--- src/rtl/s4ga_pkg.sv ---
// s4ga_pkg: shared width helpers and frame-state type for the s4ga_mp LUT fabric
package s4ga_pkg;
  typedef enum logic {IDX, MASK} state_e;
  function automatic int segs(input int w, input int si_w);
    return (w + si_w - 1) / si_w;
  endfunction
  function automatic int n_w(input int n);
    return $clog2(n + 2);
  endfunction
  function automatic int idx_segs(input int n, input int si_w);
    return segs(n_w(n), si_w);
  endfunction
  function automatic int mask_segs(input int k, input int si_w);
    return segs(2 ** k, si_w);
  endfunction
  function automatic int ll(input int n, input int k, input int si_w);
    return k * idx_segs(n, si_w) + mask_segs(k, si_w);
  endfunction
endpackage

--- src/rtl/s4ga_frame_ctl.sv ---
// s4ga_frame_ctl: tracks LUT/field/segment position of the config stream and flags field, frame and pass ends
module s4ga_frame_ctl import s4ga_pkg::*; #(
  parameter int N = 71,
  parameter int K = 5,
  parameter int SI_W = 4
) (
  input  logic                 clk,
  input  logic                 rst_n,
  input  logic                 si_valid,
  input  logic                 si_sync,
  output logic [$clog2(N)-1:0] cur_n,
  output logic                 restart,
  output logic                 fld_end,
  output logic                 frm_end,
  output logic                 pass_end
);
  localparam int NB = $clog2(N);
  localparam int KB = $clog2(K + 1);
  localparam int IS = idx_segs(N, SI_W);
  localparam int MS = mask_segs(K, SI_W);
  localparam int SB = $clog2((IS > MS ? IS : MS) + 1);
  localparam logic [NB-1:0] N_LAST = NB'(N - 1);
  localparam logic [KB-1:0] K_LAST = KB'(K - 1);
  localparam logic [SB-1:0] IS_LAST = SB'(IS - 1);
  localparam logic [SB-1:0] MS_LAST = SB'(MS - 1);
  state_e st, st_d, st_e;
  logic [NB-1:0] n, n_d, n_e;
  logic [KB-1:0] k, k_d, k_e;
  logic [SB-1:0] seg, seg_d, seg_e;
  logic last_seg;
  // a sync beat is processed as if the position were already n=k=seg=0
  always_comb begin
    restart = si_valid & si_sync;
    st_e = restart ? IDX : st;
    n_e = restart ? '0 : n;
    k_e = restart ? '0 : k;
    seg_e = restart ? '0 : seg;
    last_seg = seg_e == (st_e == IDX ? IS_LAST : MS_LAST);
    fld_end = si_valid & last_seg;
    frm_end = fld_end & (st_e == MASK);
    pass_end = frm_end & (n_e == N_LAST);
    cur_n = n_e;
    st_d = st;
    n_d = n;
    k_d = k;
    seg_d = seg;
    if (si_valid) begin
      seg_d = last_seg ? '0 : seg_e + SB'(1);
      n_d = frm_end ? (pass_end ? '0 : n_e + NB'(1)) : n_e;
      k_d = frm_end ? '0 : fld_end ? k_e + KB'(1) : k_e;
      st_d = frm_end ? IDX : (fld_end && k_e == K_LAST) ? MASK : st_e;
    end
  end
  always_ff @(posedge clk)
    if (!rst_n) begin
      st <= IDX;
      n <= '0;
      k <= '0;
      seg <= '0;
    end else begin
      st <= st_d;
      n <= n_d;
      k <= k_d;
      seg <= seg_d;
    end
endmodule

--- src/rtl/s4ga_mp.sv ---
// s4ga_mp: serially configured K-LUT array fabric; define S4GA_HALF_LUT_EN to add the half-LUT q source
module s4ga_mp import s4ga_pkg::*; #(
  parameter int N = 71,
  parameter int K = 5,
  parameter int I = 2,
  parameter int O = 8,
  parameter int SI_W = 4
) (
  input  logic            clk,
  input  logic            rst_n,
  input  logic [SI_W-1:0] si,
  input  logic            si_valid,
  input  logic            si_sync,
  input  logic [I-1:0]    inputs,
  output logic [O-1:0]    outputs,
  output logic            done
);
  localparam int N_W = n_w(N);
  localparam int MASK_W = 2 ** K;
  localparam int IS = idx_segs(N, SI_W);
  localparam int MS = mask_segs(K, SI_W);
  localparam int SR_W = (IS > MS ? IS : MS) * SI_W;
  localparam int NB = $clog2(N);
  logic [NB-1:0] cur_n;
  logic restart, fld_end, frm_end, pass_end, q, idx_bit, val;
  logic [N-1:0] luts, luts_d, in_ext;
  logic [K-1:0] ins;
  logic [SR_W-1:0] sr, full;
  logic [2**N_W-1:0] tbl;
  logic [MASK_W-1:0] mask;
  s4ga_frame_ctl #(.N(N), .K(K), .SI_W(SI_W)) u_ctl (
    .clk(clk),
    .rst_n(rst_n),
    .si_valid(si_valid),
    .si_sync(si_sync),
    .cur_n(cur_n),
    .restart(restart),
    .fld_end(fld_end),
    .frm_end(frm_end),
    .pass_end(pass_end)
  );
  // tbl is the whole index space: LUTs, then zeros, then q and constant 1 at the top
  always_comb begin
    full = (restart ? '0 : sr << SI_W) | SR_W'(si);
    mask = full[MASK_W-1:0];
    tbl = '0;
    tbl[N-1:0] = luts;
    tbl[2**N_W-2] = q;
    tbl[2**N_W-1] = 1'b1;
    idx_bit = tbl[full[N_W-1:0]];
    in_ext = N'(inputs);
    val = ({1'b0, cur_n} < (NB+1)'(I)) ? in_ext[cur_n] : mask[ins];
    luts_d = luts;
    luts_d[cur_n] = val;
  end
  always_ff @(posedge clk)
    if (!rst_n) begin
      luts <= '0;
      ins <= '0;
      sr <= '0;
      outputs <= '0;
      done <= 1'b0;
    end else begin
      if (si_valid) sr <= fld_end ? '0 : full;
      if (fld_end && !frm_end) ins <= {ins[K-2:0], idx_bit};
      if (frm_end) luts <= luts_d;
      if (pass_end) outputs <= luts_d[N-1 -: O];
      done <= pass_end;
    end
`ifdef S4GA_HALF_LUT_EN
  always_ff @(posedge clk)
    if (!rst_n) q <= 1'b0;
    else if (frm_end) q <= mask[{1'b0, ins[K-2:0]}];
`else
  always_comb q = 1'b0;
`endif
endmodule

--- config.mk ---
export PLATFORM = sky130hd
export DESIGN_NAME = s4ga_mp
export DESIGN_NICKNAME = d
export VERILOG_FILES = /design/src/rtl/s4ga_pkg.sv /design/src/rtl/s4ga_frame_ctl.sv /design/src/rtl/s4ga_mp.sv
export SDC_FILE = /design/constraint.sdc
export NUM_CORES = 1
export LEC_CHECK = 0
export CAP_MARGIN = 20
export CORE_ASPECT_RATIO = 2
export CORE_MARGIN = 2
export CORE_UTILIZATION = 45
export DETAILED_ROUTE_END_ITERATION = 16
export GPL_TIMING_DRIVEN = 1
export PLACE_DENSITY_LB_ADDON = 0.05
export SLEW_MARGIN = 25
export SYNTH_ARGS = -nofsm -noshare
export SYNTH_HDL_FRONTEND = slang
export SYNTH_SLANG_ARGS = --single-unit
--- constraint.sdc ---
create_clock -name clk -period 3 [get_ports clk]
set_clock_uncertainty 0.2 [all_clocks]
set_input_delay 0.3 -clock clk [delete_from_list [all_inputs] [get_ports clk]]
set_output_delay 0.3 -clock clk [all_outputs]
set_load 0.005 [all_outputs]
# --- Word-level counts from Yosys, hierarchy flattened ---
# Cells that the tools add are included.
word_totals:
  ff_bits: 128
  word_cells: 53
classes:
  n_mux: 24
  magnitude_cmp: 5
  n_addsub: 3
  n_eq_ne: 3
  n_reduce_logical: 4
  bitwise: 5
op_table:
  columns: ["cell", "n"]
  rows:
  - ["71-bit bitwise mux", 1]
  - ["32-bit two-way mux", 1]
  - ["32-bit by 4-bit OR with 32-bit output", 1]
  - ["28-bit two-way mux", 1]
  - ["7-bit two-way mux", 3]
  - ["7-bit by 8-bit < comparator with 1-bit output (second input constant)", 2]
  - ["1-bit binary-select mux with 7-bit select", 2]
  - ["3-bit two-way mux", 4]
  - ["1-bit two-way mux", 8]
  - ["4-bit two-way mux", 2]
  - ["7-bit by 1-bit adder with 7-bit output (second input constant)", 1]
  - ["1-bit demux with 7-bit select", 1]
  - ["7-bit == test (second input constant)", 1]
  - ["7-bit by 1-bit greater-or-equal comparator with 1-bit output (second input constant)", 1]
  - ["7-bit by 2-bit < comparator with 1-bit output (second input constant)", 1]
  - ["5-bit by 6-bit < comparator with 1-bit output (second input constant)", 1]
  - ["1-bit binary-select mux with 5-bit select", 1]
  - ["4-bit by 1-bit adder with 4-bit output (second input constant)", 1]
  - ["1-bit bitwise AND", 4]
  - ["4-bit == test", 1]
  - ["3-bit by 1-bit adder with 3-bit output (second input constant)", 1]
  - ["3-bit == test (second input constant)", 1]
  - ["1-bit logical AND", 3]
  - ["1-bit zero test", 1]

# --- Longest topological paths before layout ---
# Gate-level depths: netlist (run 1).
logic_depth:
  ltp_word: 9
  ltp_mapped: 12
  depth_no_buf: 10

# --- By module ---
# Synthesis (run 1) repeated with hierarchy kept, for this count alone.
hier_totals:
  hier_cells: 772
  hier_area_um2: 6371.1
by_module_without_submodules:
  columns: ["module", "instances", "cells_per_inst", "seq_area_each_um2", "area_each_um2"]
  rows:
  - ["s4ga_mp", 1, 644, 2262.2, 5372.7]
  - ["s4ga_frame_ctl", 1, 128, 300.3, 998.5]

# --- Worst setup path before layout (run 1) ---
# OpenSTA, ideal clock, no wires.
synth_path:
  path_type: "register to register"
  start: "register ins[0]"
  end: "register luts[10]"
  required_time_ns: 2.678
  arrival_ns: 1.958
  setup_time_ns: 0.122
  path_buffers: 3
  path_stages_with_launch: 9
  synth_period_minus_slack_ns: 2.280
  setup_slack_ns: 0.720
  path_cell_list: "dfxtp_1 buf_6 mux4_2 nand2_1 nand4b_1 o22ai_2 buf_2 buf_2 a21oi_1"
synth_between:
  elab_chain_cells: 4
synth_rtl:
  columns: ["item", "line_no", "text"]
  rows:
  - ["start: declaration", "s4ga_mp.sv:27", "logic [K-1:0] ins;"]
  - ["start signal: assignment", "s4ga_mp.sv:65", "if (fld_end && !frm_end) ins <= {ins[K-2:0], idx_bit};"]
  - ["1-bit binary-select mux with 5-bit select", "s4ga_mp.sv:52", "val = ({1'b0, cur_n} < (NB+1)'(I)) ? in_ext[cur_n] : mask[ins];"]
  - ["1-bit two-way mux (implied by the code)", "s4ga_mp.sv:52", null]
  - ["1-bit two-way mux", "s4ga_mp.sv:52", null]
  - ["71-bit bitwise mux", "s4ga_mp.sv:54", "luts_d[cur_n] = val;"]
  - ["end signal: assignment", "s4ga_mp.sv:66", "if (frm_end) luts <= luts_d;"]
  - ["end: declaration", "s4ga_mp.sv:26", "logic [N-1:0] luts, luts_d, in_ext;"]
# Every way passes these cells. The select of a mux whose other input is x is not followed.
# A chain may end at the register's enable or synchronous reset.

# --- Worst setup path after layout (run 1) ---
layout_path:
  start: "register ins[0]"
  end: "register luts[28]"
# The elaborated chain is that of the path after synthesis.

==> summary.md, run 1 <==
| Metric | Value |
|---|---|
| Syn_area_per_cell | `8.44 µm²` |
| Worst Path Max Fanout | `24` |
| FF-to-FF setup slack | `0.48 ns` |
| MaxCap Viol Count | `0` |
| Post-DP HPWL | `10500 µm` |
| Sw frac | `0.243` |
| CTS tree | `yes` |
| Sum of negative setup slack | `0 ns` |
| Status | `complete, no violations` |
| CTS buffer count | `17` |
| CP peak stage delay | `0.53 ns` |
| Chip Height | `168 µm` |
| Post-route setup slack | `0.476 ns` |
| Min-Delay Path Class | `primary input to register` |
| H-tree depth | `4` |
| Distinct cells, synth | `50` |
| Core area | `0.0133 mm²` |
| Period utilization | `0.841` |
| CP required | `3.10 ns` |
| Crit end category | `register` |
| Power share of the sequential group | `0.445` |
| Area taken by multi-input logic gates | `0.00324 mm²` |
| Skew-Pair Late Insertion Delay | `0.42 ns` |
| Synthesis-stage register bit count | `128` |
| Setup crit end | `luts[28]` |
| Final setup violation count | `0` |
| Slowest CP cell | `mux4_2` |
| Die ar. | `0.0145 mm²` |
| Worst setup SP type | `register` |
| Worst-Margin Slew | `0.624 ns` |
| Final net count | `749` |
| RSZ-0062 raised after global routing | `no` |
| WP buf/inv | `2` |
| Pins Over Slew Limit | `0` |
| Setup Fix Bufs, Post-CTS | `0` |
| Number of enable flip-flop cells after synthesis | `0` |
| PD cells | `547 mW/mm²` |
| Clk sinks | `128` |
| Detailed-route via count | `5325` |
| PnR Total Power | `3.86 mW` |
| Clock root cell | `clkbuf_16` |
| DRT iter0 DRCs | `328` |
| ANT cells | `0` |
| Worst path cell trace | `buf_4 -> mux4_2 -> mux2i_1 -> o211ai_1 -> o22ai_4 -> buf_12 -> a21oi_1` |
| Synth Flop Type | `dfxtp_1` |
| Crit path depth | `7` |
| Residual DRC | `0` |
| Largest net degree at the start of global routing | `57` |
| Starting Density | `0.457` |
| Grt ovf | `0` |
| Die Wd | `86.2 µm` |
| Internal | `2.92 mW` |
| Register area share after synthesis | `0.422` |
| Rel. slew slack | `0.579` |
| First-pass DRT Iterations | `5` |
| CTS Buffer Depth | `2` |
| Wirelength, routed | `16000 µm` |
| Worst hold slack | `0.146 ns` |
| RR Endpoint | `luts[28]` |
| Via density | `5.90` |
| Placed instance area | `0.00650 mm²` |
| Worst Reg-to-Reg Cells | `7` |
| Crit Path Category | `register to register` |
| Clock slew at reported path FFs | `0.06 ns` |
| Port Buffers | `18` |
| Net switching power | `0.937 mW` |
| Register area | `0.00256 mm²` |
| Fin. Hold Viols | `0` |
| Global-route wire length before repair | `26900 µm` |
| Ys Warns | `0` |
| Combinational power share | `0.044` |
| Cell area after synthesis | `0.00607 mm²` |
| Rows | `60` |
| Pre-CTS WS | `0.0962 ns` |
| Critical path's top delay family | `multiplexers` |
| Worst path arrival time | `2.62 ns` |
| GP Congestion | `0.835` |
| Share of layout cells above drive strength 1 | `0.129` |
| Final min period | `2.52 ns` |
| Fmax | `396 MHz` |
| Vias in the first global route | `5160` |
| Syn_nets | `735` |
| Synthesized instance count | `720` |
| Clock network fraction of total power | `0.511` |
| Cts repair resizes | `0` |
| Crit. Startpoint | `ins[0]` |
| Top-Level Pins | `19` |
| Hold-fix buffers at CTS | `0` |
| R2r startpoint | `ins[0]` |
| Synth-to-layout area growth | `16.2%` |
| Worst IR drop on VDD | `0.000402 V` |
| Initial antenna violation count | `0` |
| Drt wl/cell | `17.7 µm` |
| Final Instance Area | `0.00706 mm²` |
| FILL cells | `1224` |
| Async SR Flop Fraction | `0` |
| Total Routing Usage GR | `0.233` |
| Final ANT Viol Nets | `0` |
| Leakage | `2.47 nW` |
==> synthesized netlist by cell type, drive strengths merged (3+ instances only) <==
cell | n | area (µm²)
inv | 7 | 26.3
or2 | 3 | 18.8
o211ai | 5 | 37.5
nor4 | 7 | 43.8
nand3 | 37 | 185
nor2 | 95 | 357
a21oi | 113 | 566
o21a | 3 | 22.5
nor3 | 5 | 25.0
or3 | 8 | 50.1
o21ai | 84 | 420
mux4 | 26 | 586
nand4 | 3 | 18.8
buf | 15 | 91.3
nand4b | 5 | 43.8
a32oi | 4 | 35.0
a31oi | 6 | 37.5
mux2i | 12 | 120
nor4b | 3 | 41.3
dfxtp | 128 | 2560
nor2b | 8 | 50.1
o311ai | 3 | 26.3
or4 | 3 | 22.5
and2 | 7 | 43.8
ha | 5 | 62.6
nand2 | 61 | 229
clkbuf | 40 | 150
==> layout by cell type, fill, tap and decap left out, drive strengths merged, types with 3 or more instances in the layout <==
cell / instances
nand2: 61
a32oi: 4
nor3: 5
o21a: 3
ha: 5
nor4b: 3
nand4b: 5
nor4: 7
nand3: 37
or3: 8
clkbuf: 18
inv: 14
or2: 3
clkinv: 6
mux2i: 12
o211ai: 5
dfxtp: 128
o21ai: 84
buf: 33
a31oi: 6
or4: 3
a21oi: 113
clkdlybuf4s50: 17
mux4: 26
nand4: 3
o311ai: 3
nor2b: 8
and2: 7
nor2: 95
==> through the flow <==
| stage | utilization | std cells |
|---|---|---|
| 3_3_place_gp | 0.489 | 870 |
| 3_5_place_dp | 0.489 | 870 |
| 5_1_grt | 0.531 | 902 |
| 6_report | 0.531 | 902 |
| 2_1_floorplan | - | 720 |
| 4_1_cts | 0.531 | 902 |
==> cells by family after synthesis <==
family                     count (synthesis)  synth area share
adders and majority gates                  5            0.0103
muxes                                     40             0.120
xor gates and xnor gates                   1           0.00144
DFF                                      128             0.422
AOI/OAI and AO/OA                        228             0.203
buffers and inverters                     64            0.0453
and+or+nand+nor                          254             0.198
==> final cells by class <==
cell class | instances | share of cell area
tap | 155 | 0.0275
sequential | 128 | 0.363
clock inverter | 14 | 0.0183
inverter | 9 | 0.00479
clock buffer | 18 | 0.0608
timing repair buffer | 50 | 0.0659
multi-input combinational | 528 | 0.460
==> registers in the layout, summed over array words and instances, names as in the netlist <==
signal,count
done,1
ins,5
luts,71
outputs,8
sr,28
u_ctl.k,3
u_ctl.n,7
u_ctl.seg,4
u_ctl.st,1
==> power by group through the flow <==
stage,clock network [mW],logic (mW),registers (mW)
after floorplan,0,0.112,1.75
final,1.97,0.169,1.72
after detailed placement,0,0.170,1.75
after global placement,0,0.170,1.75
after global routing,2.07,0.186,1.72
after CTS,2.01,0.170,1.72
==> routing by layer <==
metal / wire (µm) / up-vias / track usage
li1: - / 2632 / -
met1: 7090 / 2518 / 0.307
met2: 7910 / 143 / 0.377
met3: 576 / 32 / 0.0373
met4: 407 / 0 / 0.0925
met5: 0 / - / 0
==> worst min path at each step <==
| stage | cells after the start | slack [ns] | end | startpoint |
|---|---|---|---|---|
| 3_3_place_gp | 2 | 0.24 | outputs[1] | outputs[1] |
| 5_1_grt | 2 | 0.16 | u_ctl.n[6] | rst_n |
| 3_5_place_dp | 2 | 0.24 | outputs[0] | outputs[0] |
| 6_report | 2 | 0.15 | u_ctl.n[6] | rst_n |
| 4_1_cts | 2 | 0.14 | u_ctl.n[6] | rst_n |
| 2_1_floorplan | 2 | 0.24 | sr[27] | sr[27] |
Note: power is estimated with default switching activity, not from simulation.
==> inputs of run 2 (changes only) <==
Clock period 3 ns to 2.5 ns, I/O delays scaled along.
==> summary.md, run 2 (same netlist as run 1, synthesis figures left out) <==
| Metric | Value |
|---|---|
| # placed instances | `909 (+4.5%)` |
| Core area | `0.0133 mm² (unchanged)` |
| Setup Fix Bufs, Post-CTS | `0 (unchanged)` |
| Max FFs per register | `71 (unchanged)` |
| Post-route insts no fill | `940 (+4.2%)` |
| Final net count | `789 (+5.3%)` |
| Commonest non-fill, non-tap cell in the layout | `dfxtp_1` |
| Wirelength, routed | `16500 µm (+3.1%)` |
| Worst Reg-to-Reg Cells | `7 (unchanged)` |
| R2r startpoint | `ins[0]` |
| Fmax | `424 MHz (+6.9%)` |
| Min-Delay Path Class | `register to register` |
| Share of layout cells above drive strength 1 | `0.172 (+0.0435)` |
| Slowest CP cell | `or4_1` |
| CTS buffer count | `17 (unchanged)` |
| Clock root cell | `clkbuf_16` |
| Status | `complete, no violations` |
| Chip Height | `168 µm (unchanged)` |
| Worst hold slack | `0.256 ns (+0.110 ns)` |
| Power share of the sequential group | `0.444 (about the same)` |
| Detailed-route via count | `5379 (+1.0%)` |
| CTS tree | `yes` |
| WP buf/inv | `1 (-1)` |
| CP required | `2.64 ns (-0.46 ns)` |
| Final ANT Viol Nets | `0 (unchanged)` |
| Worst setup SP type | `register` |
| Crit end category | `register` |
| Crit Path Category | `register to register` |
| PD cells | `623 mW/mm² (+14%)` |
| Worst path arrival time | `2.50 ns (-0.12 ns)` |
| Leakage | `2.67 nW (+8.1%)` |
| Most frequent cells in the layout | `127 x dfxtp_1, 113 x a21oi_1, 95 x nor2_1` |
| Worst path cell trace | `buf_12 -> mux4_2 -> mux2i_1 -> o211ai_1 -> o22ai_4 -> or4_1 -> a31oi_1` |
| FF-to-FF setup slack | `0.14 ns (-0.34 ns)` |
| Rel. slew slack | `0.608 (+0.0288)` |
| DRT iter0 DRCs | `326 (-0.61%)` |
| Combinational power share | `0.052 (+0.008)` |
| Final setup violation count | `0 (unchanged)` |
| GP Congestion | `0.840 (+0.57%)` |
| Initial antenna violation count | `0 (unchanged)` |
| CTS Buffer Depth | `2 (unchanged)` |
| Total Routing Usage GR | `0.244 (+0.0113)` |
| Die Wd | `86.2 µm (unchanged)` |
| Top flop regs | `luts: 71 flops, sr: 28 flops, outputs: 8 flops` |
| Top reg by flops | `luts` |
| Residual DRC | `0 (unchanged)` |
| Port Buffers | `18 (unchanged)` |
| Clk sinks | `128 (unchanged)` |
| Largest net degree at the start of global routing | `50 (-12%)` |
| Die ar. | `0.0145 mm² (unchanged)` |
| RSZ-0062 raised after global routing | `no` |
| H-tree depth | `4 (unchanged)` |
| Final min period | `2.36 ns (-0.164 ns)` |
| FILL cells | `1234 (+0.82%)` |
| Skew-Pair Late Insertion Delay | `0.41 ns (about the same)` |
| Starting Density | `0.457 (unchanged)` |
| Hold path startpoint | `outputs[4]` |
| MaxCap Viol Count | `0 (unchanged)` |
| Worst-Margin Slew | `0.585 ns (-0.0388 ns)` |
| Pins Over Slew Limit | `0 (unchanged)` |
| Internal | `3.54 mW (+21%)` |
| Vias in the first global route | `5392 (+4.5%)` |
| ANT cells | `0 (unchanged)` |
| Worst Path Max Fanout | `11 (-54%)` |
| Worst IR drop on VDD | `0.000475 V (+18%)` |
| First-pass DRT Iterations | `5 (unchanged)` |
| Fin. Hold Viols | `0 (unchanged)` |
| CP peak stage delay | `0.53 ns (about the same)` |
| Clock network fraction of total power | `0.504 (-0.007)` |
| Synth-to-layout area growth | `22.4%` |
| Sw frac | `0.236 (-0.00650)` |
| Hold Path Sink | `outputs[4]` |
| Period utilization | `0.944 (+0.103)` |
| Drt wl/cell | `17.5 µm (-1.1%)` |
| Grt ovf | `0 (unchanged)` |
| Rows | `60 (unchanged)` |
| Top-Level Pins | `19 (unchanged)` |
| Global-route wire length before repair | `27900 µm (+3.6%)` |
| Post-DP HPWL | `11200 µm (+6.6%)` |
| Critical path's top delay family | `compound AO/OA/AOI/OAI gates` |
| Hold depth | `2 (unchanged)` |
| Clock slew at reported path FFs | `0.06 ns (about the same)` |
| Net switching power | `1.10 mW (+17%)` |
| RR Endpoint | `outputs[5]` |
| Via density | `5.72 (-3.1%)` |
run 2: changes by cell type in the layout (fill, tap and decap cells not counted), sizes merged:
cell and delta:
buf +39, inv -6, clkinvlp +4, dlygate4sd3 +1
run 2: tightest hold or removal path, stage by stage, from the launching register on:
cell     delay [ns]
dfxtp_1        0.31
nand2_1        0.05
a21oi_1        0.05
run 2: timing repair:
action	4_1_cts	5_1_grt
hold buffers	1	0
endpoints found under the setup margin	0	2
gates resized for setup	0	1
endpoints found under the hold margin	3	0
run 2: worst max path at each step:
stage / from / endpoint / slack (ns) / cells after the start
5_1_grt: ins[0] / outputs[6] / 0.03 / 8
4_1_cts: ins[1] / outputs[5] / 0.03 / 7
6_report: ins[0] / outputs[5] / 0.14 / 7
3_3_place_gp: si_valid / outputs[5] / -0.19 / 8
3_5_place_dp: si_sync / outputs[5] / -0.22 / 8
2_1_floorplan: ins[0] / luts[10] / 0.22 / 8
run 2: routing by layer:
layer / vias up / global-route usage / routed length, µm
met1: 2519 / 0.318 / 7200
met4: 0 / 0.108 / 489
li1: 2711 / - / -
met2: 124 / 0.395 / 8130
met3: 25 / 0.0387 / 659
met5: - / 0 / 0
run 2: power by group through the flow:
stage / Clock [mW] / Combinational, mW / Sequential (mW)
final: 2.33 / 0.243 / 2.06
after global routing: 2.47 / 0.267 / 2.06
after CTS: 2.38 / 0.246 / 2.06
after detailed placement: 0 / 0.245 / 2.10
after global placement: 0 / 0.245 / 2.10
after floorplan: 0 / 0.134 / 2.10
run 2: final cells by class:
class	count	area, µm²	share of cell area
tap	155	194	0.0261
clock inverter	12	115	0.0155
inverter	9	33.8	0.00454
clock buffer	18	439	0.0591
sequential	128	2560	0.345
timing repair buffer	90	843	0.113
multi-input combinational	528	3240	0.436
run 2: stage by stage:
step	power [mW]	TNS [ns]	util	instance area (µm²)	setup WS, ns
2_1_floorplan	2.24	0	-	6070	0.220
3_3_place_gp	2.35	-5.64	0.517	6870	-0.188
3_5_place_dp	2.35	-7.76	0.517	6870	-0.215
4_1_cts	4.68	0	0.559	7430	0.0257
5_1_grt	4.79	0	0.559	7430	0.0276
6_report	4.63	0	0.559	7430	0.140
==> inputs of run 3 (changes only) <==
Settings changed: DONT_BUFFER_PORTS from default to 1, PLACE_DENSITY_LB_ADDON 0.05 to default.
==> summary.md, run 3 (same netlist as run 1, synthesis figures left out) <==
| Metric | Value |
|---|---|
| Status | `finished, violations left` |
| Failing checks | `negative hold slack` |
| Final ANT Viol Nets | `0 (unchanged)` |
| Fmax | `414 MHz (-2.2%)` |
| Pins Over Slew Limit | `0 (unchanged)` |
| ANT cells | `0 (unchanged)` |
| Total Routing Usage GR | `0.232 (-0.0124)` |
| Wirelength, routed | `16500 µm (-0.18%)` |
| CP peak stage delay | `0.55 ns (+0.02 ns)` |
| Vias in the first global route | `5067 (-6.0%)` |
| Clock root cell | `clkbuf_16` |
| Top-Level Pins | `19 (unchanged)` |
| Clock slew at reported path FFs | `0.06 ns (about the same)` |
| CTS tree | `yes` |
| Worst hold slack | `-0.0135 ns (-0.269 ns)` |
| Detailed-route via count | `5347 (-0.59%)` |
| Worst path cell trace | `buf_12 -> mux4_2 -> mux2i_1 -> o211ai_1 -> o22ai_4 -> or4_1 -> a31oi_1` |
| Die Wd | `86.2 µm (unchanged)` |
| Final setup violation count | `0 (unchanged)` |
| PD cells | `664 mW/mm² (+6.5%)` |
| Worst-Margin Slew | `0.596 ns (+0.0115 ns)` |
| # placed instances | `848 (-6.7%)` |
| Via density | `5.96 (+4.2%)` |
| Grt ovf | `0 (unchanged)` |
| RR Endpoint | `outputs[7]` |
| Pre-CTS WS | `0.0621 ns (+0.277 ns)` |
| CTS buffer count | `17 (unchanged)` |
| Synth-to-layout area growth | `16.6%` |
| Starting Density | `0.457 (unchanged)` |
| Rel. slew slack | `0.600 (-0.00774)` |
| Post-DP HPWL | `9880 µm (-12%)` |
| Chip Height | `168 µm (unchanged)` |
| Fin util | `0.533 (-0.0264)` |
| H-tree depth | `4 (unchanged)` |
| First-pass DRT Iterations | `7 (+2)` |
| Leakage | `2.48 nW (-6.9%)` |
| Clk sinks | `128 (unchanged)` |
| Post-route setup slack | `0.0871 ns (-0.0526 ns)` |
| Worst setup SP type | `register` |
| Slowest CP cell | `or4_1` |
| Fin. Hold Viols | `2 (+2)` |
| Sum of negative setup slack | `0 ns (unchanged)` |
| Final net count | `745 (-5.6%)` |
| CTS Buffer Depth | `2 (unchanged)` |
| Worst path arrival time | `2.56 ns (+0.06 ns)` |
| Top flop regs | `luts: 71 flops, sr: 28 flops, outputs: 8 flops` |
| Die ar. | `0.0145 mm² (unchanged)` |
| GP Congestion | `0.835 (-0.54%)` |
| DRT iter0 DRCs | `362 (+11%)` |
| Crit Path Category | `register to register` |
| R2r startpoint | `ins[0]` |
| MaxCap Viol Count | `0 (unchanged)` |
| Period utilization | `0.965 (+0.0210)` |
| Min-Delay Path Class | `primary input to register` |
| Worst Path Max Fanout | `8 (-3)` |
| Top reg by flops | `luts` |
| Residual DRC | `0 (unchanged)` |
| Most frequent cells in the layout | `126 x dfxtp_1, 113 x a21oi_1, 95 x nor2_1` |
| Commonest non-fill, non-tap cell in the layout | `dfxtp_1` |
| Rows | `60 (unchanged)` |
| Crit end category | `register` |
| CP required | `2.65 ns (about the same)` |
| Post-route insts no fill | `897 (-4.6%)` |
| Largest net degree at the start of global routing | `77 (+54%)` |
| Share of layout cells above drive strength 1 | `0.139 (-0.0332)` |
| RSZ-0062 raised after global routing | `no` |
| Worst Reg-to-Reg Cells | `7 (unchanged)` |
| Crit. Startpoint | `ins[0]` |
| Global-route wire length before repair | `26400 µm (-5.3%)` |
| Worst IR drop on VDD | `0.000624 V (+31%)` |
| Core area | `0.0133 mm² (unchanged)` |
| Drt wl/cell | `18.3 µm (+4.6%)` |
| Port Buffers | `0 (-18)` |
| Setup crit end | `outputs[7]` |
| Skew-Pair Late Insertion Delay | `0.42 ns (about the same)` |
| Initial antenna violation count | `0 (unchanged)` |
| Final min period | `2.41 ns (+0.0526 ns)` |
| FF-to-FF setup slack | `0.09 ns (-0.05 ns)` |
| Max FFs per register | `71 (unchanged)` |
-- run 3: cell types whose count changed in the layout (fill, tap and decap cells not counted), moves of 2 or more --
| cell | previous run | this run |
|---|---|---|
| buf_12 | 10 | 4 |
| buf_4 | 61 | 30 |
| clkdlybuf4s50_1 | 17 | 0 |
| clkinvlp_4 | 6 | 4 |
| dlygate4sd3_1 | 1 | 9 |
| inv_6 | 1 | 5 |
-- run 3: per-stage QoR --
stage | total power, mW | area [µm²]
5_1_grt | 4.84 | 7080
3_3_place_gp | 2.23 | 6280
4_1_cts | 4.73 | 7000
3_5_place_dp | 2.23 | 6280
6_report | 4.70 | 7080
2_1_floorplan | 2.24 | 6070
-- run 3: worst min path at each step --
stage	start	to	slack [ns]	cells after the start
2_1_floorplan	sr[27]	sr[27]	0.24	2
3_5_place_dp	si_valid	u_ctl.seg[0]	0.16	1
5_1_grt	rst_n	u_ctl.n[3]	0.01	2
4_1_cts	rst_n	u_ctl.n[6]	0.009	2
3_3_place_gp	si_valid	u_ctl.seg[0]	0.15	1
6_report	rst_n	u_ctl.n[6]	-0.01	2
-- run 3: critical path: cells and delay by family (launching register included) --
family / cells / cell delay, ns
buffers and inverters: 1 / 0.14
AO/OA/AOI/OAI: 3 / 0.74
flip-flops: 1 / 0.33
multiplexers: 2 / 0.38
AND/OR/NAND/NOR: 1 / 0.55
-- run 3: per-layer routing --
layer  part of all wire  up-vias  track usage
met4              0.015        0       0.0876
li1                   -     2630            -
met3              0.043       21       0.0431
met2               0.49      128        0.367
met1               0.45     2568        0.312
met5                  0        -            0
-- run 3: repair_timing --
| item | CTS | global route |
|---|---|---|
| hold buffers | 11 | 0 |
| setup endpoints to repair | 0 | 56 |
| buffers inserted | 0 | 5 |
| gates resized for setup | 0 | 6 |
| endpoints found under the hold margin | 116 | 0 |
-- run 3: power by group --
| group | switching (mW) | internal, mW |
|---|---|---|
| registers | 0.00914 | 2.05 |
| clock network | 0.993 | 1.48 |
| logic | 0.101 | 0.0750 |
-- run 3: cell type report --
class,instances,area (µm²)
clock inverters,14,156
repair buffers,45,448
well taps,155,194
multi-input cells,529,3260
fillers,1255,6200
flip-flops and latches,128,2560
clock buffers,17,425
inverters,9,33.8
==> RTL change: new RTL, flow settings as in run 2 <==
Remove the register `done`: a continuous assignment takes its place, so the output `done` follows one clock earlier.
--- a/src/rtl/s4ga_mp.sv
+++ b/src/rtl/s4ga_mp.sv
@@ -61,3 +61,2 @@
       outputs <= '0;
-      done <= 1'b0;
     end else begin
@@ -67,4 +66,5 @@
       if (pass_end) outputs <= luts_d[N-1 -: O];
-      done <= pass_end;
     end
+
+  assign done = pass_end;
 `ifdef S4GA_HALF_LUT_EN
Function: same outputs for any inputs over 10 cycles, from zero or initial values and one cycle with rst_n low; that may be too few to reach the edited logic, so the function may still have changed.
==> RTL change against run 2 <==
- combinational power fell by 6%
- routed wire length grew 13%
- sequential cell count is 1 lower
- critical path type is now reg2out
- design area increased by 3.1%
- sequential share of layout area shrank 1.2 points
- highest routed layer unchanged
- area after synthesis is 4.8% higher
- die area is 4.6% higher
- via count grew 10%
- total power is 1.5% lower
- non-clock buffer count fell by 3
- worst setup slack worse by 0.061 ns
- synthesized cell count is 3.5% higher
- worst hold slack got worse by 0.15 ns
- critical path depth is 2 lower
==> RTL change: results (changes against run 2) <==
* Max Root-Sink Buffers at 2 (unchanged)
* Largest net degree at the start of global routing at 72 (+44%)
* DR WL met2 at 9850 microns (+21%)
* Synth Flop Type: dfxtp_1
* Nets at 793 (+0.51%)
* Pins Over Slew Limit at 0 (unchanged)
* Post-synth cell types at 60 (+20%)
* TritonCTS buffer count at 17 (unchanged)
* Post-DP HPWL at 12800 microns (+14%)
* Starting DRT DRC Count at 405 (+24%)
* CP max FO at 9 (-2)
* Worst skew pair latency at 0.42 ns
* Share of layout cells above drive strength 1 at 17.4% (+0.17 points)
* Async SR Flop Fraction at 0% (unchanged)
* Clock-pin slew on the worst setup and hold paths at ~0.05 ns
* YS warnings at 0 (unchanged)
* Met3 routed WL at 688 microns (+4.4%)
* Status: complete, no violations
* First-pass GRT wire length at 30100 microns (+7.9%)
* Worst Hold Class: in2reg
* M1 WL at 7390 microns (+2.7%)
* Static Leak at 2.73 nW (+2.3%)
* Root buffer cell: clkbuf_16
* Pint at 3.49 mW (-1.3%)
* PortBufs at 18 (unchanged)
* Peak VDD IR at 0.434 mV (-8.5%)
* GPL Wtd Cong at 0.862 (+2.6%)
* Relative slew slack at 41.4% (-19 points)
* Post-Place Cells at 947 (+4.2%)
* CP arrival at 1.97 ns (-0.53 ns)
* Initial antenna violation count at 0 (unchanged)
* Drt total wl at 18600 microns (+13%)
* Overall Global Routing Usage at 25.6% (+1.2 points)
* H-Tree Depth at 4 (unchanged)
* Via Count at 5935 (+10%)
* Vias per cell at 6.07 (+6.0%)
* Cells after Synth at 745 (+3.5%)
* DR pass1 iterations at 5 (unchanged)
* Post-synthesis sequential area ratio at 40.0% (-2.2 points)
* Uppermost routed layer: met4
* Area contributors post-synth: dfxtp_1 40%, a31oi_1 7.4%, o21ai_0 6.0%
* Top flop regs: luts (71), sr (28), outputs (8)
* N_diodes at 0 (unchanged)
* Mapped Nets at 760 (+3.4%)
* Synth top cells by count: 127 x dfxtp_1, 76 x o21ai_0, 75 x a31oi_1, 66 x nor3_1, 52 x nand2_1
-- RTL change: final timing paths --
path | start | endpoint | slack, ns | depth (start not counted)
setup / recovery | u_ctl.n[4] | done | 0.08 | 5
hold reg to reg | outputs[4] | outputs[4] | 0.25 | 2
setup reg to reg | ins[0] | outputs[6] | 0.19 | 8
hold / removal | si_valid | u_ctl.n[1] | 0.11 | 4
-- RTL change: area by class of cell --
class                   instances  area [sq um]
clock buffers                  18           439
clock inverters                12          97.6
fillers                      1311          6230
inverters                      11          41.3
multi-input cells             534          3480
flip-flops and latches        127          2550
well taps                     189           236
repair buffers                 87           815
-- RTL change: kinds of logic (layout without fill, tap and decap cells) --
kind of cell | Yosys count | in the layout | share of synthesized area, %
AO/OA/AOI/OAI | 234 | 234 | 22.1
AND/OR/NAND/NOR | 245 | 245 | 18.8
XOR/XNOR | 1 | 1 | 0.138
adder cells (fa/ha/maj) | 5 | 5 | 0.983
buffers and inverters | 84 | 128 | 5.84
flip-flops | 127 | 127 | 40.0
multiplexers | 49 | 49 | 12.2
-- RTL change: power groups by stage --
stage	clock (mW)	sequential, mW	combinational (mW)
2_1_floorplan	0	2.09	0.142
3_3_place_gp	0	2.09	0.222
3_5_place_dp	0	2.09	0.227
4_1_cts	2.33	2.05	0.228
5_1_grt	2.43	2.05	0.244
6_report	2.29	2.05	0.228
-- RTL change: worst max-delay path: stages (launching register included) --
cell and delay [ns]:
dfxtp_1 0.40, nor3_2 0.27, nand4_2 0.15, nand2b_4 0.18, inv_2 0.06, clkdlybuf4s50_1 0.50
-- RTL change: timing repair --
action,4_1_cts,5_1_grt
resized for setup,7,6
buffers inserted,0,0
endpoints found under the setup margin,1,73
hold buffers,1,0
hold endpoints to repair,3,0
-- RTL change: stage by stage --
step | cell area, sq um | util (%) | worst slack [ns]
after CTS | 7650 | 55.1 | 0.0288
final | 7660 | 55.2 | 0.0783
after detailed placement | 7080 | 51.0 | -0.220
after global routing | 7660 | 55.2 | 0.00382
after global placement | 7080 | 51.0 | -0.190
after floorplan | 6360 | - | 0.220
-- RTL change: routing by layer --
metal	track usage, %	vias up
met5	0	-
met4	11.8	0
met3	4.63	49
met2	45.5	173
met1	29.2	2853
li1	-	2860
